## config.mk

```make
export PLATFORM = sky130hd
export DESIGN_NAME = mips_mem_dump
export DESIGN_NICKNAME = d
export VERILOG_FILES = /design/src/rtl/mips_dbg_pkg.sv /design/src/rtl/dump_checksum.sv /design/src/rtl/mips_mem_dump.sv
export SDC_FILE = /design/constraint.sdc
export NUM_CORES = 1
export LEC_CHECK = 0
export BUFFER_PORTS_ARGS = -buffer_cell sky130_fd_sc_hd__buf_2
export CORE_AREA = 4 4 96 98
export CTS_CLUSTER_SIZE = 14
export DETAILED_ROUTE_END_ITERATION = 12
export DIE_AREA = 0 0 100 102
export PLACE_DENSITY = 0.61
export SLEW_MARGIN = 10
export SYNTH_ARGS = -nofsm -noshare
export SYNTH_HDL_FRONTEND = slang
export SYNTH_SLANG_ARGS = --single-unit
```

## constraint.sdc

```tcl
create_clock -name clk -period 1.91 [get_ports clk]
set_input_delay 0 -clock clk [delete_from_list [all_inputs] [get_ports clk]]
set_output_delay 0 -clock clk [all_outputs]
set_load 0.005 [all_outputs]
```

## src/rtl/mips_dbg_pkg.sv

```systemverilog
// Shared types and default sizes for the MIPS debug memory-dump block.
// Defines the dump FSM state encoding used by mips_mem_dump.
package mips_dbg_pkg;

  localparam int DEF_ADDR_WIDTH = 6;
  localparam int DEF_DATA_WIDTH = 32;

  typedef enum logic [2:0] {
    ST_IDLE = 3'd0,
    ST_READ = 3'd1,
    ST_CAPT = 3'd2,
    ST_SEND = 3'd3,
    ST_DONE = 3'd4
  } dump_state_t;

endpackage

```

## src/rtl/dump_checksum.sv

```systemverilog
// Running modulo-2^DATA_WIDTH sum of dumped words; cleared at the start of each dump.
// Only built when MIPS_DUMP_CHECKSUM_EN is defined.
module dump_checksum #(
  parameter int DATA_WIDTH = 32
) (
  input  logic                  clk,
  input  logic                  rst,
  input  logic                  clear,
  input  logic                  add_en,
  input  logic [DATA_WIDTH-1:0] data,
  output logic [DATA_WIDTH-1:0] sum
);

  logic [DATA_WIDTH-1:0] r_sum;

  always_ff @(posedge clk) begin
    if (rst) begin
      r_sum <= '0;
    end else if (clear) begin
      r_sum <= '0;
    end else if (add_en) begin
      r_sum <= r_sum + data;
    end
  end

  assign sum = r_sum;

endmodule

```

## src/rtl/mips_mem_dump.sv

```systemverilog
// Streams a window of a synchronous-read memory out over a valid/ready port while holding the CPU.
// Optional checksum of the streamed words is enabled with the macro MIPS_DUMP_CHECKSUM_EN.
module mips_mem_dump
  import mips_dbg_pkg::*;
#(
  parameter int ADDR_WIDTH = DEF_ADDR_WIDTH,
  parameter int DATA_WIDTH = DEF_DATA_WIDTH
) (
  input  logic                  clk,
  input  logic                  rst,
  input  logic                  start,
  input  logic [ADDR_WIDTH-1:0] base_addr,
  input  logic [ADDR_WIDTH:0]   word_count,
  output logic                  busy,
  output logic                  cpu_hold,
  output logic                  mem_rd_en,
  output logic [ADDR_WIDTH-1:0] mem_rd_addr,
  input  logic [DATA_WIDTH-1:0] mem_rd_data,
  output logic                  out_valid,
  input  logic                  out_ready,
  output logic [DATA_WIDTH-1:0] out_data,
  output logic [ADDR_WIDTH-1:0] out_addr,
  output logic                  out_last,
  output logic                  done,
  output logic [DATA_WIDTH-1:0] checksum
);

  dump_state_t           r_state;
  dump_state_t           w_next_state;
  logic [ADDR_WIDTH-1:0] r_addr;
  logic [ADDR_WIDTH:0]   r_remaining;
  logic [DATA_WIDTH-1:0] r_out_data;
  logic [ADDR_WIDTH-1:0] r_out_addr;
  logic                  w_start_accept;
  logic                  w_handshake;
  logic                  w_last_word;

  assign w_start_accept = (r_state == ST_IDLE) && start;
  assign w_handshake    = (r_state == ST_SEND) && out_ready;
  assign w_last_word    = (r_remaining == {{ADDR_WIDTH{1'b0}}, 1'b1});

  always_ff @(posedge clk) begin
    if (rst) begin
      r_state     <= ST_IDLE;
      r_addr      <= '0;
      r_remaining <= '0;
      r_out_data  <= '0;
      r_out_addr  <= '0;
    end else begin
      r_state <= w_next_state;
      // Inputs are latched only on an accepted start, so changes while busy are ignored.
      if (w_start_accept) begin
        r_addr      <= base_addr;
        r_remaining <= word_count;
      end
      if (r_state == ST_CAPT) begin
        r_out_data <= mem_rd_data;
        r_out_addr <= r_addr;
      end
      if (w_handshake) begin
        r_addr      <= r_addr + 1'b1;
        r_remaining <= r_remaining - 1'b1;
      end
    end
  end

  always_comb begin
    w_next_state = r_state;
    busy         = 1'b1;
    mem_rd_en    = 1'b0;
    out_valid    = 1'b0;
    out_last     = 1'b0;
    done         = 1'b0;
    case (r_state)
      ST_IDLE: begin
        busy = 1'b0;
        if (start) begin
          w_next_state = (word_count != '0) ? ST_READ : ST_DONE;
        end
      end
      ST_READ: begin
        mem_rd_en    = 1'b1;
        w_next_state = ST_CAPT;
      end
      ST_CAPT: begin
        w_next_state = ST_SEND;
      end
      ST_SEND: begin
        out_valid = 1'b1;
        out_last  = w_last_word;
        if (w_handshake) begin
          w_next_state = w_last_word ? ST_DONE : ST_READ;
        end
      end
      ST_DONE: begin
        done         = 1'b1;
        w_next_state = ST_IDLE;
      end
      default: begin
        w_next_state = ST_IDLE;
      end
    endcase
  end

  assign cpu_hold    = busy;
  assign mem_rd_addr = r_addr;
  assign out_data    = r_out_data;
  assign out_addr    = r_out_addr;

`ifdef MIPS_DUMP_CHECKSUM_EN
  dump_checksum #(
    .DATA_WIDTH(DATA_WIDTH)
  ) u_checksum (
    .clk   (clk),
    .rst   (rst),
    .clear (w_start_accept),
    .add_en(w_handshake),
    .data  (r_out_data),
    .sum   (checksum)
  );
`else
  assign checksum = '0;
`endif

endmodule

```

==> summary.txt <==
Drt
  – Post-DRT Antenna Nets: 0
  – TritonRoute pass-1 iters: 4
  – Mean number of vias per cell: between 4 and 5
  – Starting DRC count in detailed routing: 53
  – Total number of vias: about 2500
  – Drt drc: 0
  – Post-DR wirelength/cell: 12.3 µm
  – Final WL: 6.85 mm

Floorplan
  – IO Pins: 131
  – Die Wd: 100 µm
  – Area of the core: 8470 µm²
  – Initial core utilization: 0.293
  – Num rows: 34
  – Die area: 10200 µm²
  – Die height: just over 100 µm

Clock tree
  – CTS Buffer Depth: 2
  – TritonCTS Buffers: 5
  – H-tree depth: 2
  – Worst-path clk slew: ~100 ps
  – CTS Root Buffer Type: clkbuf_8
  – Clock latency at the later pin of the worst-skew pair: approximately 300 ps
  – TritonCTS clock tree: yes
  – Clock sinks: between 50 and 60
  – Post-CTS Setup Inserts: 0

Global routing
  – Initial antenna violation count: 0
  – Vias in the first global route: roughly 2400
  – Overall Global Routing Usage: 0.129
  – Largest net degree at the start of global routing: 39
  – Global-route wire length before repair: 10.8 mm
  – Grt total ovfl: 0

Placement
  – Placed insts: between 500 and 600
  – Final HPWL DP: 4.54 mm
  – Routability Congestion: around 0.76
  – DP Worst Slack: 249 ps
  – IO Port Bufs: 98

Timing
  – Final Setup Violations: 0
  – Setup TNS: 0 ps
  – Setup Skew: around 8.5 ps
  – Period utilization: 0.957
  – RSZ-0062 raised after global routing: no
  – Fin worst setup slack: about 82 ps
  – Final slew viol count: 0
  – Hold Fails Final Rpt: 0
  – Highest clock rate: ~550 MHz
  – Final hold slack: ~34 ps
  – Minimum clock period: around 1800 ps

Synth
  – Netlist cell types: 39
  – Synth warn: 0
  – Ys async rst share: 0
  – Most frequent cell after synthesis: nand2_1
  – Ys flop type: dfxtp_1
  – Largest cells by area after synthesis: dfxtp_1 44%, nand2_1 13%, buf_4 10%
  – Synth Instances: 312
  – Top cell type by total area after synthesis: dfxtp_1
  – EDFF count, synth: 0
  – Synth Register Bits: between 50 and 60
  – Seq/Total Area, Yosys: 0.435
  – List of most frequent post-synthesis cells: 87 x nand2_1, 54 x dfxtp_1, 46 x a21oi_1
  – Cell area after synthesis: approximately 2500 µm²
  – Syn_area_per_cell: about 8 µm²
  – Top cell type's share of synthesized area: 0.435

Layout
  – Layout cell share with drive strength beyond 1: 0.264
  – Nets: roughly 500
  – Final std cells w/o fill: 559
  – ANT cells: 0
  – Utilization after layout: 0.418
  – P&R area growth vs syn: 42.5%

Power
  – Peak VDD IR: 0.263 mV
  – Power Density: ~760 nW/µm²
  – Internal Power: roughly 1.9 mW
  – Combinational power share: 0.257
  – Pleak: ~1.6 nW
  – Switching pwr: between 800 and 900 µW
  – Clock power share: 0.246
  – Sequential share of power: 0.497
  – Net Sw Frac: 0.303

Flow run
  – # Max-Cap Violations: 0

Critical path
  – Crit path max fanout: 6
  – Worst EP required: around 1900 ps
  – CP max-delay cell: or4b_4
  – Crit-path cells: or3_4 > or4b_4 > nor2_1 > buf_2
  – Worst EP arrival: roughly 1800 ps
  – Slowest stage delay, CP: 530 ps
  – CP Launch Type: flop
  – CP endpoint kind: primary output
  – Crit Path Class: flop to primary output

Run status
  – Outcome: complete, no violations

Hold path
  – Hold Path Class: input port to flop
==> registers in the layout, summed over array words and instances, names as in the netlist <==
name	count
mem_rd_addr	6
out_addr	6
out_data	32
r_remaining	7
r_state	3
==> what timing repair did <==
item,CTS,global route
hold endpoints to repair,45,0
setup endpoints to repair,0,1
gates resized for setup,0,1
hold buffers,45,0
==> per-layer routing <==
layer | share of wire | track usage
met1 | 0.43 | 0.158
met4 | 0.0070 | 0.0269
met3 | 0.071 | 0.0294
met2 | 0.49 | 0.233
met5 | 0 | 0
==> layout make-up <==
cell class | instances | area, µm²
Sequential cell | 54 | 1080
Timing Repair Buffer | 151 | 1040
Clock buffer | 7 | 86.3
Multi-Input combinational cell | 235 | 1180
Fill cell | 875 | 4930
Inverter | 3 | 11.3
Clock inverter | 1 | 5.00
Tap cell | 108 | 135
==> placed cells by master (no fill, tap or decap), types with 2 or more instances in the layout <==
cell           netlist  layout
nor2_1              14      14
nor4_1               2       2
nand3b_1             4       4
buf_4               33       5
nor3_1               2       2
dlygate4sd3_1        0      45
a221oi_1             2       2
buf_12               0       3
nand3_1              4       4
conb_1               1      32
nand2_1             87      87
nor3b_1              2       2
o211ai_1             4       4
clkbuf_8             0       6
ha_1                 3       3
a21oi_1             46      46
or3_1                2       2
o21ai_0              3       3
dfxtp_1             54      53
inv_1                3       3
or2_0                2       2
a31oi_1              7       7
and2_1               3       3
buf_2               10      98
==> worst max-delay path: cells and delay by family, from the launching register on <==
kind                   cells  cell delay, ps
AND/OR/NAND/NOR            3            1050
flip-flops                 1             350
buffers and inverters      1             130
==> power by group through the flow <==
stage | sequential, mW | clock [mW] | combinational (mW)
2_1_floorplan | 1.34 | 0 | 0.416
3_3_place_gp | 1.35 | 0 | 0.614
3_5_place_dp | 1.35 | 0 | 0.621
4_1_cts | 1.33 | 0.701 | 0.692
5_1_grt | 1.34 | 0.743 | 0.774
6_report | 1.33 | 0.658 | 0.686
==> logic make-up after synthesis <==
kind of cell | Yosys count | synth area share
DFF | 54 | 0.435
and+or+nand+nor | 129 | 0.246
adders and majority gates | 3 | 0.0151
buffers and inverters | 54 | 0.137
AOI/OAI and AO/OA | 71 | 0.165
other | 1 | 0.00151
==> path summary, 6_finish.rpt <==
path	depth (start not counted)	to	startpoint	slack, ps
hold reg to reg	2	out_data[9]$_SDFFE_PP0N_	out_data[9]$_SDFFE_PP0N_	450
setup / recovery	4	out_last	r_remaining[3]$_SDFFE_PP0P_	80
setup reg to reg	4	r_remaining[0]$_SDFFE_PP0P_	r_state[0]$_SDFFE_PP0P_	220
hold / removal	2	out_data[8]$_SDFFE_PP0N_	rst	30
==> stage by stage <==
step / total power [mW] / instance area (µm²)
finish: 2.67 / 3540
global route: 2.86 / 3540
CTS: 2.72 / 3540
detailed placement: 1.97 / 2990
global placement: 1.96 / 2990
floorplan: 1.75 / 2600
Note: power is estimated with default switching activity, not from simulation.
